<file path="config.mk">
export PLATFORM = sky130hd
export DESIGN_NAME = ad_ip_jesd204_tpl_dac_stream
export DESIGN_NICKNAME = d
export VERILOG_FILES = /design/src/rtl/ad_ip_jesd204_tpl_dac_stream.sv
export SDC_FILE = /design/constraint.sdc
export NUM_CORES = 2
export LEC_CHECK = 0
export CAP_MARGIN = 20
export CELL_PAD_IN_SITES_DETAIL_PLACEMENT = 2
export CELL_PAD_IN_SITES_GLOBAL_PLACEMENT = 2
export CORE_ASPECT_RATIO = 1.1
export CORE_MARGIN = 2
export CORE_UTILIZATION = 51
export CTS_BUF_LIST = sky130_fd_sc_hd__clkbuf_4 sky130_fd_sc_hd__clkbuf_8
export CTS_CLUSTER_DIAMETER = 120
export DETAILED_ROUTE_END_ITERATION = 8
export HOLD_SLACK_MARGIN = 0.03
export PLACE_DENSITY = 0.9
export SYNTH_ARGS = -nofsm -noshare
export SYNTH_HDL_FRONTEND = slang
export SYNTH_SLANG_ARGS = --single-unit
export TNS_END_PERCENT = 10
</file>
<file path="constraint.sdc">
create_clock -name clk_i -period 17.79 [get_ports clk_i]
set_input_delay 3.558 -clock clk_i [delete_from_list [all_inputs] [get_ports clk_i]]
set_output_delay 3.558 -clock clk_i [all_outputs]
set_load 0.01 [all_outputs]
</file>
<file path="src/rtl/ad_ip_jesd204_tpl_dac_stream.sv">
// Streaming DMA front-end for the JESD204 TPL DAC: elastic FIFO, armed/triggered start,
// link_ready back-pressure, registered channel crossbar and underflow accounting.
module ad_ip_jesd204_tpl_dac_stream #(
  parameter int NUM_CHANNELS    = 2,
  parameter int DATA_PATH_WIDTH = 4,
  parameter int BITS_PER_SAMPLE = 16,
  parameter int FIFO_ADDR_WIDTH = 4,
  parameter int PRIME_LEVEL     = 4,
  parameter int XBAR_ENABLE     = 1
) (
  input  logic                                                    clk_i,
  input  logic                                                    reset_i,
  input  logic                                                    s_valid_i,
  output logic                                                    s_ready_o,
  input  logic [DATA_PATH_WIDTH*BITS_PER_SAMPLE*NUM_CHANNELS-1:0] s_data_i,
  output logic                                                    link_valid_o,
  input  logic                                                    link_ready_i,
  output logic [DATA_PATH_WIDTH*BITS_PER_SAMPLE*NUM_CHANNELS-1:0] link_data_o,
  input  logic                                                    dac_sync_i,
  input  logic                                                    dac_sync_in_i,
  input  logic                                                    ext_sync_en_i,
  input  logic [15:0]                                             sync_timeout_i,
  input  logic [NUM_CHANNELS-1:0]                                 dac_enable_i,
  input  logic [8*NUM_CHANNELS-1:0]                               dac_src_chan_sel_i,
  input  logic                                                    underflow_clr_i,
  output logic                                                    sync_armed_o,
  output logic                                                    sync_timeout_err_o,
  output logic [15:0]                                             underflow_count_o,
  output logic [FIFO_ADDR_WIDTH:0]                                fifo_level_o
);

  localparam int CW    = DATA_PATH_WIDTH * BITS_PER_SAMPLE;
  localparam int DW    = CW * NUM_CHANNELS;
  localparam int AW    = FIFO_ADDR_WIDTH;
  localparam int LW    = AW + 1;
  localparam int DEPTH = 1 << AW;
  localparam logic [LW-1:0] DEPTH_LVL = LW'(DEPTH);
  localparam logic [LW-1:0] PRIME_THR = (PRIME_LEVEL > DEPTH) ? DEPTH_LVL : LW'(PRIME_LEVEL);

  typedef enum logic [1:0] {
    ST_IDLE,
    ST_ARMED,
    ST_PRIME,
    ST_RUN
  } state_t;

  state_t          state_q, state_d;
  logic            syncD1_q, syncInD1_q;
  logic            syncRise, syncInRise;
  logic [15:0]     timeoutCnt_q, timeoutCnt_d;
  logic            timeoutErr_q, errSet;

  logic [DW-1:0]   fifoMem_q [DEPTH];
  logic [AW-1:0]   wrPtr_q, rdPtr_q;
  logic [LW-1:0]   level_q;
  logic            push, pop, starve, fifoEmpty, runState;
  logic [DW-1:0]   fifoHead, xbarData;
  logic [7:0]      srcSel;

  logic [DW-1:0]   linkData_q;
  logic            linkValid_q;
  logic [15:0]     underflowCnt_q;

  assign syncRise   = dac_sync_i & ~syncD1_q;
  assign syncInRise = dac_sync_in_i & ~syncInD1_q;

  always_ff @(posedge clk_i) begin
    if (reset_i) begin
      syncD1_q   <= 1'b0;
      syncInD1_q <= 1'b0;
    end else begin
      syncD1_q   <= dac_sync_i;
      syncInD1_q <= dac_sync_in_i;
    end
  end

  // A software sync rise overrides both the trigger and the timeout, from any state.
  always_comb begin
    state_d      = state_q;
    timeoutCnt_d = timeoutCnt_q;
    errSet       = 1'b0;
    case (state_q)
      ST_ARMED: begin
        timeoutCnt_d = timeoutCnt_q + 16'd1;
        if (syncInRise) begin
          state_d = ST_PRIME;
        end else if ((sync_timeout_i != 16'd0) && (timeoutCnt_q == sync_timeout_i - 16'd1)) begin
          state_d = ST_IDLE;
          errSet  = 1'b1;
        end
      end
      ST_PRIME: begin
        if (level_q >= PRIME_THR) begin
          state_d = ST_RUN;
        end
      end
      default: begin
        state_d = state_q;
      end
    endcase
    if (syncRise) begin
      state_d      = ext_sync_en_i ? ST_ARMED : ST_PRIME;
      timeoutCnt_d = 16'd0;
      errSet       = 1'b0;
    end
  end

  always_ff @(posedge clk_i) begin
    if (reset_i) begin
      state_q      <= ST_IDLE;
      timeoutCnt_q <= 16'd0;
      timeoutErr_q <= 1'b0;
    end else begin
      state_q      <= state_d;
      timeoutCnt_q <= timeoutCnt_d;
      if (underflow_clr_i) begin
        timeoutErr_q <= 1'b0;
      end else if (errSet) begin
        timeoutErr_q <= 1'b1;
      end
    end
  end

  assign runState  = (state_q == ST_RUN);
  assign fifoEmpty = (level_q == '0);
  assign s_ready_o = ~reset_i & (level_q < DEPTH_LVL);
  assign push      = s_valid_i & s_ready_o;
  assign pop       = link_ready_i & runState & ~fifoEmpty;
  assign starve    = link_ready_i & runState & fifoEmpty;
  assign fifoHead  = fifoMem_q[rdPtr_q];

  always_ff @(posedge clk_i) begin
    if (push) begin
      fifoMem_q[wrPtr_q] <= s_data_i;
    end
  end

  // Occupancy decides full/empty; pointers simply wrap modulo the depth.
  always_ff @(posedge clk_i) begin
    if (reset_i) begin
      wrPtr_q <= '0;
      rdPtr_q <= '0;
      level_q <= '0;
    end else begin
      if (push) begin
        wrPtr_q <= wrPtr_q + AW'(1);
      end
      if (pop) begin
        rdPtr_q <= rdPtr_q + AW'(1);
      end
      case ({push, pop})
        2'b10:   level_q <= level_q + LW'(1);
        2'b01:   level_q <= level_q - LW'(1);
        default: level_q <= level_q;
      endcase
    end
  end

  always_comb begin
    xbarData = '0;
    srcSel   = '0;
    for (int i = 0; i < NUM_CHANNELS; i++) begin
      srcSel = (XBAR_ENABLE != 0) ? dac_src_chan_sel_i[8*i +: 8] : 8'(i);
      if (dac_enable_i[i] && (int'(srcSel) < NUM_CHANNELS)) begin
        xbarData[CW*i +: CW] = fifoHead[CW*int'(srcSel) +: CW];
      end
    end
  end

  always_ff @(posedge clk_i) begin
    if (reset_i) begin
      linkData_q     <= '0;
      linkValid_q    <= 1'b0;
      underflowCnt_q <= 16'd0;
    end else begin
      linkValid_q <= 1'b1;
      if (link_ready_i) begin
        linkData_q <= pop ? xbarData : '0;
      end
      if (underflow_clr_i) begin
        underflowCnt_q <= 16'd0;
      end else if (starve && (underflowCnt_q != 16'hFFFF)) begin
        underflowCnt_q <= underflowCnt_q + 16'd1;
      end
    end
  end

  assign link_data_o        = linkData_q;
  assign link_valid_o       = linkValid_q;
  assign sync_armed_o       = (state_q == ST_ARMED);
  assign sync_timeout_err_o = timeoutErr_q;
  assign underflow_count_o  = underflowCnt_q;
  assign fifo_level_o       = level_q;

endmodule

</file>
**Word-level counts from Yosys, hierarchy flattened**

Memory sizes are Yosys's and may differ from the RTL's. A register that Yosys moved wholly into a read port is not among the register bits.
Index checks and enable logic that the tools add are counted.

- Flip-flop bits (word level): 179
- Bits in latches: 0
- RAM bits: 2048
- ROM bits: 0
- Input bits: 170
- Output and inout port bits: 153
- Word-level logic and storage cells: 75
- Memories kept: 1

Memories:

| memory | depth | bits a word | read ports | clocked after memory_dff | write ports | line | text |
|---|---|---|---|---|---|---|---|
| fifoMem_q | 16 | 128 | 1 | 1 | 1 | 53 | `logic [DW-1:0] fifoMem_q [DEPTH];` |

- Add/subtract/negate cells: 7
- $mul: 0
- Divide/modulo/power cells: 0
- Order comparisons: 4
- Equality and inequality tests: 9
- Shifts and indexed selects: 2
- Multiplexer cells: 19
- Bitwise gates (word level): 11
- Reduce and logical (&&, ||, !) cells: 11

Operators by type and width:

| kind | number |
|---|---|
| variable part select 128 x 15 -> 64 bit | 2 |
| 2-to-1 mux 128 bit | 1 |
| 2-to-1 mux 64 bit | 2 |
| adder 16 x 1 -> 16 bit, second input constant | 2 |
| == test 16 bit | 1 |
| < comparator 8 x 2 -> 1 bit, second input constant | 2 |
| inequality test 16 bit, second input constant | 1 |
| nonzero test 16 bit | 1 |
| subtractor 16 x 1 -> 16 bit, second input constant | 1 |
| 2-to-1 mux 2 bit | 5 |
| case mux 5 bit (2 select lines) | 1 |
| adder 4 x 1 -> 4 bit, second input constant | 2 |
| 2-to-1 mux 4 bit | 2 |
| bitwise AND 1 bit | 7 |
| 2-to-1 mux 1 bit | 7 |
| == test 2 bit, second input constant | 3 |
| adder 5 x 1 -> 5 bit, second input constant | 1 |
| >= comparator 5 x 3 -> 1 bit, second input constant | 1 |
| zero test 5 bit | 1 |
| < comparator 5 bit, second input constant | 1 |
| subtractor 5 x 1 -> 5 bit, second input constant | 1 |
| == test 2 x 1 -> 1 bit, second input constant | 2 |
| logical AND 1 bit | 4 |
| inequality test 4 x 1 -> 1 bit, second input constant | 1 |
| 7 further kinds | 11 |

**Depth between registers and ports, before layout**

- Depth in word-level cells: 7
- Gate-level depth with buffers: 13
- Gate-level depth less buffers: 12

**Worst setup path before layout**

Ideal clock, no wire load.

- Path type: input port to flip-flop
- From: input port reset_i
- To: memory fifoMem_q[3][0] in the netlist's numbering (enable)
- Library setup time: 0.772 ns
- Arrival time: 12.990 ns
- Data required time: 17.018 ns
- Setup slack: 4.028 ns
- Stages on the path: 5
- Path buffers: 1
- Path through: nor2_1 and2_1 clkbuf_1 nand2_1 nor3_1

- Cells in the longest elaborated chain, start to end: 5

Ends and longest elaborated chain:

| element | line | text |
|---|---|---|
| start: declaration | 12 | `input logic reset_i,` |
| NOT 1 bit | 126 | `assign s_ready_o = ~reset_i & (level_q < DEPTH_LVL);` |
| bitwise AND 1 bit | 126 |  |
| bitwise AND 1 bit | 127 | `assign push = s_valid_i & s_ready_o;` |
| 2-to-1 mux 1 bit | 133 | `if (push) begin` |
| 2-to-1 mux 1 bit (implied by the code) | 134 | `fifoMem_q[wrPtr_q] <= s_data_i;` |
| end: declaration | 53 |  |

No other way between the ends.

**Worst setup path after layout**

- From: input port reset_i
- To: output port s_ready_o

- Cells in the longest elaborated chain, start to end: 2

Ends and longest elaborated chain:

| element | line | text |
|---|---|---|
| NOT 1 bit | 126 |  |
| bitwise AND 1 bit | 126 |  |
| end: declaration | 14 | `output logic s_ready_o,` |

No other way between the ends.

==> impl_metrics.json <==
{
  "outcome": "finished clean",
  "worst_slack_ns": 8.64,
  "crit_fanout": 22,
  "clock-sinks": 2231,
  "hold_class": "reg2reg",
  "core-area_um2": 166000,
  "drt_wl_total_mm": 349,
  "antenna_found_initial": 52,
  "postCtsHoldBufs": 0,
  "final.setup.tns_ns": 0,
  "synth_cells": 3831,
  "drive_above_1_share_pct": 28.4,
  "die_w_um": 393,
  "drv_slew": 0,
  "ys_seq_area_share_pct": 76.7,
  "grt_max_degree": 118,
  "cts_root_buf": "clkbuf_8",
  "timing.critical_path.from": "reset_i",
  "async_flop_share_pct": 0,
  "cts_setup_buffers": 0,
  "gp_congestion": 0.754,
  "drt-vias-per-instance": 7.16,
  "finalHoldViolCount": 0,
  "fmax_mhz": 109,
  "cts_buffers": 370,
  "yosys_warnings": 0,
  "clock_latency_ns": 1.10,
  "cts.clk_slew.worst_paths_ns": 0.07,
  "ys_ff_latch": 2231,
  "crit_type": "in2out",
  "drt_pre_antenna_iters": 5,
  "tightest_slew_ns": 1.26,
  "layout_commonest_cell": "edfxtp_1",
  "finalCriticalPeriod_ns": 9.15,
  "clk_path_buf_depth": 4,
  "setup_viol_count_final": 0,
  "min-delay-start": "link_data_o[89]",
  "setup.worst_path.end_class": "primary output",
  "finalCritPeriodShare_pct": 51.4,
  "io_buffer_count": 322,
  "avgSynthCellArea_um2": 22.2,
  "cts_tree": "yes",
  "post_drt_wl_per_cell_um": 50.4,
  "rows": 157,
  "grt_overflow": 0,
  "finClkSkew_ns": 0.0742,
  "nets": 4586,
  "area_delta_synth_final_pct": 15.5,
  "place_hpwl_mm": 177,
  "drtAntennaViolNets": 0,
  "grt_use_total_pct": 39.2,
  "pre_cts_ws_ns": 8.78,
  "vdd_drop_max_v": 0.0000989,
  "p_leak_nw": 30.3,
  "initial_core_util_pct": 51.2,
  "drc": 0,
  "synth-main-ff-cell": "edfxtp_1",
  "synth_nets": 4014,
  "power.density_nw_per_um2": 112,
  "grt_pass1_vias": 50367,
  "r2r_setup_slack_ns": 11.99,
  "synth.distinct_cells": 59,
  "die_area_um2": 170000,
  "start_kind": "input pin",
  "arrival_ns": 5.59,
  "final_cell_mix": "edfxtp_1 (2048), mux4_2 (627), clkbuf_8 (403)",
  "die_y_um": 432,
  "ios": 323,
  "htreeDepth": 5,
  "synth-edff-count": 2048,
  "grt_setup_unrepaired": "false",
  "relSlewSlack_pct": 16.0,
  "dr_total_vias": 49703,
  "drt_iter0_markers": 8662,
  "grt_pass1_wl_mm": 449,
  "syn_area_um2": 84900,
  "cp_data_required_time_ns": 14.23,
  "maxCapViolations": 0,
  "cts-resized-gates": 0
}
-- metal layers --
layer	GRT usage [%]	routed length, um	up-vias
met5	0	235	-
met4	15.6	17600	36
met3	9.03	41800	1011
met2	62.3	168000	4939
met1	52.8	122000	26505
li1	-	-	17212
-- flip-flops by register name, indices dropped and copies added, names as in the netlist, named ones only --
name / flops
fifoMem_q: 2048
fifo_level_o: 5
link_data_o: 128
link_valid_o: 1
rdPtr_q: 4
state_q: 2
syncD1_q: 1
syncInD1_q: 1
sync_timeout_err_o: 1
timeoutCnt_q: 16
underflow_count_o: 16
wrPtr_q: 4
-- power by group --
part,switching [mW],internal (mW)
combinational,0.222,0.0922
clock,2.49,2.45
sequential,0.0242,5.75
-- critical path, stage by stage --
cell             delay [ns]
clkdlybuf4s50_1        1.02
nor2_1                 0.41
clkdlybuf4s50_1        0.60
-- synth_stat cells (2+ instances only) --
master,count,share of area (%)
edfxtp_1,2048,72
mux4_2,627,17
dfxtp_1,183,4.3
nand2_1,170,0.75
o21ai_1,127,0.75
mux2i_1,125,1.5
nor2_1,96,0.42
clkbuf_1,87,0.38
buf_2,51,0.30
a21oi_1,42,0.25
buf_1,34,0.15
xor2_1,32,0.33
buf_4,22,0.19
xnor2_1,21,0.22
o21ai_0,20,0.12
inv_1,14,0.062
ha_1,12,0.18
nand3_1,11,0.065
nand4_1,11,0.081
mux2_2,10,0.13
nor2b_1,9,0.066
nor3_1,9,0.053
or3_1,8,0.059
and3_1,7,0.052
buf_6,6,0.080
nor4_1,6,0.044
a211oi_1,3,0.027
nand2b_1,3,0.022
o211ai_1,3,0.027
a21o_1,2,0.018
and2_1,2,0.015
and4_1,2,0.021
nor4b_1,2,0.021
-- kinds of logic (layout without fill, tap and decap cells) --
| logic type | count (synthesis) | after routing | synth area share, % |
|---|---|---|---|
| flip-flops | 2231 | 2231 | 76.7 |
| multiplexers | 762 | 762 | 18.2 |
| AND/OR/NAND/NOR | 350 | 350 | 1.84 |
| buffers and inverters | 214 | 1059 | 1.17 |
| AO/OA/AOI/OAI | 208 | 208 | 1.30 |
| XOR/XNOR | 53 | 53 | 0.547 |
| adder cells (fa/ha/maj) | 13 | 13 | 0.200 |
| other | 0 | 36 | 0 |
-- worst paths after layout --
path              depth (start not counted)              end
setup / recovery                          3        s_ready_o
hold reg to reg                           2  link_data_o[89]
setup reg to reg                          7  link_data_o[66]
hold / removal                            2  link_data_o[89]
-- per-stage QoR --
| stage | util, % | std cells | hold slack [ns] | area, um^2 | power (mW) |
|---|---|---|---|---|---|
| global placement | 54.7 | 6253 | 0.435 | 90800 | 6.12 |
| global route | 59.1 | 6923 | 0.497 | 98100 | 11.2 |
| finish | 59.1 | 6938 | 0.459 | 98100 | 11.0 |
| detailed placement | 54.7 | 6253 | 0.451 | 90800 | 6.17 |
| floorplan | - | 3831 | 0.472 | 84900 | 5.98 |
| CTS | 59.0 | 6898 | 0.464 | 98000 | 10.9 |
-- final cells by class --
cell class	instances	area, um^2
Sequential cell	2231	65200
Clock buffer	549	6640
Clock inverter	96	539
Timing Repair Buffer	400	3950
Inverter	14	52.6
Fill cell	13010	67900
Antenna cell	36	90.1
Multi-Input combinational cell	1386	18900
Tap cell	2226	2790
(Power assumes the default switching activity.)
